--- config.mk ---
export PLATFORM = sky130hd
export DESIGN_NAME = sub_accum_pipe
export DESIGN_NICKNAME = d
export VERILOG_FILES = /design/src/rtl/sub_accum_pipe.sv
export SDC_FILE = /design/constraint.sdc
export NUM_CORES = 1
export LEC_CHECK = 0
export CORE_ASPECT_RATIO = 1.4
export CORE_MARGIN = 4
export CORE_UTILIZATION = 50
export CTS_BUF_LIST = sky130_fd_sc_hd__clkbuf_16
export DETAILED_ROUTE_END_ITERATION = 10
export PLACE_DENSITY_LB_ADDON = 0.12
export SLEW_MARGIN = 20
export SYNTH_ARGS = -nofsm -noshare
export SYNTH_HDL_FRONTEND = slang
export SYNTH_SLANG_ARGS = --single-unit
--- constraint.sdc ---
create_clock -name clk_h -period 8.7 [get_ports clk_h]
set_input_delay 1.305 -clock clk_h [delete_from_list [all_inputs] [get_ports clk_h]]
set_output_delay 1.305 -clock clk_h [all_outputs]
set_load 0.02 [all_outputs]
--- src/rtl/sub_accum_pipe.sv ---
// Two-stage subtract-and-accumulate pipeline with NUM_CH running accumulators and valid/ready handshaking.
// Optional macro SUB_ACC_SAT_EN: saturate the accumulators instead of wrapping.
module sub_accum_pipe #(
    parameter int WIDTH  = 8,
    parameter int NUM_CH = 4,
    parameter int ACC_W  = WIDTH + 4,
    parameter int CH_W   = $clog2(NUM_CH)
) (
    input  logic             clk_h,
    input  logic             rst_h,
    input  logic             in_valid,
    output logic             in_ready,
    input  logic [CH_W-1:0]  in_ch,
    input  logic [WIDTH-1:0] a,
    input  logic [WIDTH-1:0] b,
    input  logic             clr_h,
    input  logic [CH_W-1:0]  clr_ch,
    output logic             out_valid,
    input  logic             out_ready,
    output logic [CH_W-1:0]  out_ch,
    output logic [WIDTH:0]   out_diff,
    output logic [ACC_W-1:0] out_acc,
    output logic             out_sat
);
    logic             en1, en2, take_in, xfer, clr_hit;
    logic [CH_W-1:0]  in_ch_clamped;
    logic [WIDTH:0]   diff;
    logic [ACC_W-1:0] cur_acc, new_acc;

    logic             s1_valid_q, s1_valid_d;
    logic [WIDTH-1:0] s1_a_q, s1_a_d, s1_b_q, s1_b_d;
    logic [CH_W-1:0]  s1_ch_q, s1_ch_d;

    logic             out_valid_q, out_valid_d;
    logic [CH_W-1:0]  out_ch_q, out_ch_d;
    logic [WIDTH:0]   out_diff_q, out_diff_d;
    logic [ACC_W-1:0] out_acc_q, out_acc_d;

    logic [ACC_W-1:0] acc_q [NUM_CH];
    logic [ACC_W-1:0] acc_d [NUM_CH];

    assign en2      = !out_valid_q || out_ready;
    assign en1      = !s1_valid_q || en2;
    assign in_ready = en1;
    assign take_in  = in_valid && en1;
    assign xfer     = s1_valid_q && en2;

    // Out-of-range channel indices fold onto the last channel.
    assign in_ch_clamped = ({1'b0, in_ch} >= (CH_W+1)'(NUM_CH)) ? CH_W'(NUM_CH - 1) : in_ch;

    // The zero-extended subtraction in WIDTH+1 bits is the exact signed difference.
    assign diff    = {1'b0, s1_a_q} - {1'b0, s1_b_q};
    assign cur_acc = acc_q[s1_ch_q];
    assign clr_hit = clr_h && (clr_ch == s1_ch_q);

`ifdef SUB_ACC_SAT_EN
    logic [ACC_W:0] sum_wide;
    logic           new_sat;
    logic           out_sat_q, out_sat_d;

    // One guard bit exposes overflow; clip toward the sign of the true sum.
    always_comb begin
        sum_wide = (ACC_W+1)'($signed(cur_acc)) + (ACC_W+1)'($signed(diff));
        new_sat  = sum_wide[ACC_W] != sum_wide[ACC_W-1];
        if (!new_sat) begin
            new_acc = sum_wide[ACC_W-1:0];
        end else if (sum_wide[ACC_W]) begin
            new_acc = {1'b1, {(ACC_W-1){1'b0}}};
        end else begin
            new_acc = {1'b0, {(ACC_W-1){1'b1}}};
        end
    end

    always_comb begin
        out_sat_d = out_sat_q;
        if (xfer) begin
            out_sat_d = new_sat && !clr_hit;
        end
    end

    always_ff @(posedge clk_h) begin
        if (rst_h) begin
            out_sat_q <= 1'b0;
        end else begin
            out_sat_q <= out_sat_d;
        end
    end

    assign out_sat = out_sat_q;
`else
    assign new_acc = cur_acc + ACC_W'($signed(diff));
    assign out_sat = 1'b0;
`endif

    // A clear on the same edge as an update to that channel wins.
    always_comb begin
        for (int i = 0; i < NUM_CH; i++) begin
            acc_d[i] = acc_q[i];
            if (xfer && (s1_ch_q == CH_W'(i))) begin
                acc_d[i] = new_acc;
            end
            if (clr_h && (clr_ch == CH_W'(i))) begin
                acc_d[i] = '0;
            end
        end
    end

    always_comb begin
        s1_valid_d  = s1_valid_q;
        s1_a_d      = s1_a_q;
        s1_b_d      = s1_b_q;
        s1_ch_d     = s1_ch_q;
        out_valid_d = out_valid_q;
        out_ch_d    = out_ch_q;
        out_diff_d  = out_diff_q;
        out_acc_d   = out_acc_q;
        if (en1) begin
            s1_valid_d = in_valid;
        end
        if (take_in) begin
            s1_a_d  = a;
            s1_b_d  = b;
            s1_ch_d = in_ch_clamped;
        end
        if (en2) begin
            out_valid_d = s1_valid_q;
        end
        if (xfer) begin
            out_ch_d   = s1_ch_q;
            out_diff_d = diff;
            out_acc_d  = clr_hit ? '0 : new_acc;
        end
    end

    always_ff @(posedge clk_h) begin
        if (rst_h) begin
            s1_valid_q  <= 1'b0;
            s1_a_q      <= '0;
            s1_b_q      <= '0;
            s1_ch_q     <= '0;
            out_valid_q <= 1'b0;
            out_ch_q    <= '0;
            out_diff_q  <= '0;
            out_acc_q   <= '0;
            for (int i = 0; i < NUM_CH; i++) begin
                acc_q[i] <= '0;
            end
        end else begin
            s1_valid_q  <= s1_valid_d;
            s1_a_q      <= s1_a_d;
            s1_b_q      <= s1_b_d;
            s1_ch_q     <= s1_ch_d;
            out_valid_q <= out_valid_d;
            out_ch_q    <= out_ch_d;
            out_diff_q  <= out_diff_d;
            out_acc_q   <= out_acc_d;
            for (int i = 0; i < NUM_CH; i++) begin
                acc_q[i] <= acc_d[i];
            end
        end
    end

    assign out_valid = out_valid_q;
    assign out_ch    = out_ch_q;
    assign out_diff  = out_diff_q;
    assign out_acc   = out_acc_q;
endmodule

======== Word level (Yosys, flattened, before mapping) ========
Memory sizes are Yosys's and may differ from the RTL's. A register that Yosys moved wholly into a read port is not among the register bits.
Index checks and enable logic that the tools add are counted.
cells by class
  reductions and logical operators ........ 21
  equal/unequal tests ..................... 11
  multiplexer cells ....................... 18
  bitwise operators ....................... 4
  $add $sub $neg .......................... 2
operators with widths
  cell                  count
  $mux W12              13
  $add A12 B12 Y12      1
  $logic_and A1 B1 Y1   11
  $sub A8 B8 Y9         1
  $eq A2 B2 Y1 const B  4
  $ne A2 B2 Y1 const B  4
  $reduce_and A2 Y1     4
  $eq A2 B1 Y1 const B  2
  $logic_not A2 Y1      2
  $mux W2               2
  $or A1 B1 Y1          4
  $mux W1               3
  $eq A2 B2 Y1          1
  $logic_not A1 Y1      2
  $logic_or A1 B1 Y1    2
storage, ports and cells
  output and inout bits ................... 26
  logic and storage cells ................. 65
  input bits .............................. 25
  memories kept ........................... 1
  register bits after elaboration ......... 43
  RAM bits ................................ 48
memory list
  memory  depth  width  read ports  clocked after Yosys merged registers in  write ports  RTL line  RTL
  acc_q   4      12     1           1                                        4            39        logic [ACC_W-1:0] acc_q [NUM_CH];

======== Logic depth before layout (Yosys ltp) ========
Gate-level depths: netlist of the first run.
  depth in word-level cells ............... 7
  gate-level depth with buffers ........... 15
  mapped depth without buffers ............ 15

======== Least setup slack after synthesis of the first run ========
Ideal clock, no wire load.
  kind .................................... register to register
  start ................................... register with a tool-made name
  end ..................................... memory acc_q[0][11] (netlist name), data pin
  path buffers ............................ 1
  arrival ................................. 3.146 ns
  slack ................................... 5.279 ns
  library setup time ...................... 0.275 ns
  stages on the path, launching flop included .. 12
  path through ............................ dfxtp_1 > buf_2 > mux4_2 > ha_1 > a21oi_1 > o21ai_0 > a311oi_2 > nor2_1 > a21o_1 > a211o_1 > o41ai_2 > nor3_1
RTL lines
  what       RTL line
  to (decl)  39

==> results of run 1 <==
-- area by class of cell --
| cell class | count | area, sq um | share of cell area, % |
|---|---|---|---|
| clock buffers | 9 | 225 | 4.15 |
| clock inverters | 7 | 51.3 | 0.944 |
| inverters | 18 | 67.6 | 1.24 |
| multi-input cells | 328 | 2090 | 38.5 |
| flip-flops and latches | 93 | 2340 | 43.1 |
| well taps | 107 | 134 | 2.46 |
| repair buffers | 53 | 520 | 9.58 |
-- Yosys cell counts (2+ instances only) --
library cell and instances:
nor2b_1 6, edfxtp_1 48, ha_1 18, nand3_1 7, or3_1 2, xnor2_1 10
a21oi_1 44, inv_1 18, a211oi_1 4, o21ai_0 7, o211ai_1 3, clkbuf_1 20
nand3b_1 6, nand2b_1 7, nand2_1 69, a21o_1 7, and2_1 5, mux4_2 12
o21ai_1 2, nor2_1 68, dfxtp_1 45, xor2_1 4, a31oi_1 6, and3_1 4
nor3_1 12, o21bai_1 4, fa_1 2, a211o_1 2, mux2i_1 2
-- metrics by stage --
step                power (mW)  hold WS [ps]
floorplan                0.751           436
global placement         0.848           446
detailed placement       0.854           450
CTS                       1.22           459
global route              1.28           473
finish                    1.21           455
-- power groups by stage --
stage / Sequential, mW / Clock (mW) / Combinational [mW]
after global routing: 0.514 / 0.392 / 0.369
after CTS: 0.511 / 0.371 / 0.336
after detailed placement: 0.521 / 0 / 0.333
final: 0.511 / 0.364 / 0.334
after floorplan: 0.527 / 0 / 0.225
after global placement: 0.519 / 0 / 0.329
-- worst paths after layout --
check	from	to	slack (ps)	cells past startpoint
max	flop	acc_q[3][11]	4690	10
min	out_diff[8]	out_diff[8]	450	2
max reg2reg	flop	acc_q[3][11]	4690	10
min reg2reg	out_diff[8]	out_diff[8]	450	2
-- worst reg2reg max path, delay by kind of cell (launching register included) --
family | cells | cell delay, ps
compound gates | 6 | 1730
fa+ha+maj | 1 | 290
flops | 1 | 870
mux | 1 | 630
simple gates | 2 | 210
-- routing by layer --
metal  track usage, %  part of all wire (%)
met3             3.53                   4.4
met4             7.26                   1.3
met2             36.8                    53
met5                0                     0
met1             25.5                    41
-- sequential cells by signal, indices dropped and copies added, names as in the netlist, named ones only --
signal	count
acc_q	48
out_acc	12
out_ch	2
out_diff	9
out_valid	1
s1_a_q	8
s1_b_q	8
s1_ch_q	2
s1_valid_q	1
-- logic make-up (layout without fill, tap and decap cells) --
logic type	after synthesis	count (layout)	synth area share (%)
and+or+nand+nor	188	188	17.8
DFF	93	93	51.0
AOI/OAI and AO/OA	89	89	12.2
buffers and inverters	40	87	3.38
adders and majority gates	21	21	6.00
xor gates and xnor gates	15	15	3.16
muxes	14	14	6.33
other	1	1	0.0817
==> reports/metrics.yaml, run 1 <==
finish:
  utilization_pct: 60.5
  final_cells: 615
  fillers: 767
  drive_gt1_share_pct: 6.69
  areaGrowthSynthToFinish_pct: 18.4
  mostFrequentLayoutCells: "69 x nand2_1, 68 x nor2_1, 49 x clkdlybuf4s50_1"
  final_nets: 548
  stdcell_area_sq_um: 5430
  layout_commonest_cell: "nand2_1"
  diodes: 0
global_routing:
  grt_pass1_wl_um: 16900
  grt_pass1_vias: 3333
  grt_remaining_overflow: 0
  antenna_found_initial: 0
  grt_max_degree: 51
  grt_use_total_pct: 21.0
place:
  dp.cells: 599
  post-place-ws_ps: 4680
  hpwlAfterDp_um: 7550
  placed_area_sq_um: 5160
  place.gp.congestion: 0.871
  place.port_buffers: 49
synthesis:
  synth_ff_type: "edfxtp_1"
  ys_seq_elements: 93
  ys_async_sr_fraction_pct: 0
  yosys-top-cells-area: "edfxtp_1 31%, dfxtp_1 20%, mux4_2 5.9%, nand2_1 5.6%, nor2_1 5.6%"
  synth_top_cell_area_share_pct: 31.4
  synth_area_sq_um: 4590
  ys.warnings.count: 0
  seq_area_frac_synth_pct: 51.0
  synthCells: 461
  synth-edff-count: 48
  synth_nets: 506
  yosysTopAreaCell: "edfxtp_1"
  synthDistinctLibCells: 46
  avgSynthCellArea_sq_um: 9.96
power_and_ir_drop:
  vdd_drop_max_mv: 0.156
  leakagePower_nw: 2.09
  p_seq_share_pct: 42.3
  swShare_pct: 31.9
  cellInternalPower_mw: 0.823
  power.density_nw_per_um2: 222
  p_sw_mw: 0.385
  p_comb_share_pct: 27.6
  pwr-share-clk_pct: 30.1
clock_network:
  cts_buffer_depth: 2
  clock_latency_ps: 340
  clock-root-buffer: "clkbuf_16"
  h-tree-depth: 3
  ctsResizeCount: 0
  cts.sinks: 93
  post_cts.repair.setup_buffers: 0
  cts_hold_buf: 0
  clkTransAtPathRegs_ps: 60
  cts_tree: "done"
  numCtsBuffers: 9
critical_path:
  crit_chain: "mux4_2 -> ha_1 -> a21oi_1 -> o21ai_0 -> a311oi_2 -> nor2_1 -> a21o_1 -> a211o_1 -> o41ai_2 -> nor3_1"
  crit_path_top_delay_cell: "dfxtp_1"
  cp-start-kind: "flop"
  worstPathArrival_ps: 4070
  path_buf_inv: 0
  required_ps: 8760
  crit_type: "flop to flop"
  endpoint_kind: "flop"
  slowest_delay_ps: 870
  crit_path_max_fanout: 12
  critPathTopFamily: "compound AO/OA/AOI/OAI gates"
routing:
  antenna_left: 0
  vias: 3423
  drtPass1Iterations: 4
  wl_per_cell_um: 17.2
  wl_um: 10600
  drc: 0
  drtIter0Drc: 195
  vias_per_cell: 5.57
hold_path:
  hp-class: "flop to flop"
sta:
  slew_viol_final: 0
  relSlewSlack_pct: 34.3
  period_needed_ps: 4010
  setup_slack_ps: 4690
  rsz0062_at_grt: "no"
  worst_pin_slew_ps: 986
  finClkSkew_ps: 9.42
  post-route-period-util_pct: 46.1
  fin_tns_setup_ps: 0
  hold_viol: 0
  setup-violations-final: 0
  fmax_mhz: 249
floorplan:
  die_area_sq_um: 10800
  placeableCoreArea_sq_um: 8980
  die_y_um: 121
  die_x_um: 89.0
  ios: 51
  fp-row-count: 41
  initial_core_util_pct: 51.1
job:
  maxCapViolations: 0
outcome:
  outcome: "completed"
No activity file was read; power rests on OpenSTA's default activity.
==> run 2: changes to the inputs <==
- clock period: 8.7 -> 4.1 ns (I/O delays scaled with it)
==> reports/metrics.yaml, run 2 (synthesized netlist as in run 1, its figures left out) <==
global_routing:
  grt_pass1_vias: 3399
  grt_max_degree: 46
  grt_use_total_pct: 20.9
  grt_remaining_overflow: 0
  antenna_found_initial: 0
  grt_pass1_wl_um: 16900
critical_path:
  crit_path_max_fanout: 5
  crit_path_top_delay_cell: "o41ai_2"
  required_ps: 4160
  crit_type: "flop to flop"
  reg2reg_depth: 13
  crit_chain: "inv_1 -> ha_1 -> inv_1 -> fa_1 -> a21o_1 -> a31oi_1 -> o21bai_1 -> a21oi_1 -> ha_1 -> a21o_1 -> a211o_1 -> o41ai_2 -> nor3_1"
  path_buf_inv: 2
  endpoint_kind: "flop"
  cp_num_cells: 13
  worstPathArrival_ps: 3840
  cp-start-kind: "flop"
  slowest_delay_ps: 570
  critPathTopFamily: "compound AO/OA/AOI/OAI gates"
sta:
  setup_slack_ps: 323
  worst_pin_slew_ps: 703
  slew_viol_final: 0
  finClkSkew_ps: 10.0
  setup-violations-final: 0
  period_needed_ps: 3780
  holdWs_ps: 459
  rsz0062_at_grt: "no"
  fmax_mhz: 265
  relSlewSlack_pct: 52.4
  fin_tns_setup_ps: 0
  post-route-period-util_pct: 92.1
  hold_viol: 0
floorplan:
  die_y_um: 121
  ios: 51
  die_x_um: 89.0
  initial_core_util_pct: 51.1
  placeableCoreArea_sq_um: 8980
  die_area_sq_um: 10800
  fp-row-count: 41
clock_network:
  numCtsBuffers: 9
  post_cts.repair.setup_buffers: 0
  cts_buffer_depth: 2
  clkTransAtPathRegs_ps: 70
  h-tree-depth: 3
  clock_latency_ps: 340
  clock-root-buffer: "clkbuf_16"
  cts.sinks: 93
  ctsResizeCount: 0
  cts_tree: "done"
  cts_hold_buf: 0
finish:
  diodes: 0
  drive_gt1_share_pct: 7.42
  utilization_pct: 60.9
  largest_reg_flops: 48
  top_register: "acc_q"
  final_nets: 552
  mostFrequentLayoutCells: "69 x nand2_1, 68 x nor2_1, 49 x clkdlybuf4s50_1"
  layout_commonest_cell: "nand2_1"
  areaGrowthSynthToFinish_pct: 19.0
  stdcell_area_sq_um: 5460
job:
  maxCapViolations: 0
place:
  post-place-ws_ps: 378
  place.port_buffers: 49
  hpwlAfterDp_um: 7880
  place.gp.congestion: 0.897
  placed_area_sq_um: 5190
routing:
  wl_per_cell_um: 17.4
  wl_um: 10800
  drtIter0Drc: 215
  vias_per_cell: 5.56
  antenna_left: 0
  vias: 3442
  drtPass1Iterations: 5
  drc: 0
power_and_ir_drop:
  power.density_nw_per_um2: 472
  leakagePower_nw: 2.12
  vdd_drop_max_mv: 0.298
outcome:
  outcome: "completed"
hold_path:
  hold_path_depth: 2
  hp-class: "flop to flop"
## run 2: changes by cell type in the layout (fill, tap and decap cells not counted), sizes merged
cell,previous run,this run
buf,4,8
clkinv,3,2
inv,21,22
## run 2: routing by layer
layer  track usage [%]  wire, um  vias to the layer above
li1                  -         -                     1709
met3              3.94       375                       13
met2              36.8      5750                       67
met5                 0         0                        -
met1              25.6      4450                     1653
met4              6.33       205                        0
## run 2: cell type report
class	count	area [sq um]
fillers	766	3510
flip-flops and latches	93	2340
multi-input cells	328	2090
repair buffers	57	551
clock buffers	9	225
well taps	107	134
inverters	18	67.6
clock inverters	7	51.3
## run 2: where the power goes
group / switching, mW / total [mW] / leakage [nW] / internal (mW)
combinational: 0.434 / 0.723 / 1.10 / 0.289
sequential: 0.0320 / 1.08 / 0.877 / 1.05
clock: 0.359 / 0.774 / 0.138 / 0.415
## run 2: metrics by stage
| stage | instances | total power [mW] |
|---|---|---|
| final | 619 | 2.58 |
| after global routing | 619 | 2.71 |
| after floorplan | 461 | 1.59 |
| after global placement | 603 | 1.80 |
| after detailed placement | 603 | 1.82 |
| after CTS | 619 | 2.59 |
## run 2: final timing paths
path,from,to,slack [ps]
worst max-delay path,s1_a_q[0],acc_q[2][11],320
worst min-delay path,out_diff[4],out_diff[4],460
worst max register to register,s1_a_q[0],acc_q[2][11],320
worst min register to register,out_diff[4],out_diff[4],460
## run 2: worst register-to-register path: cells and delay by family (launching register included)
family          cells  cell delay (ps)
compound gates      7             2020
buf+inv             2              100
flops               1              320
simple gates        1              110
fa+ha+maj           3              940
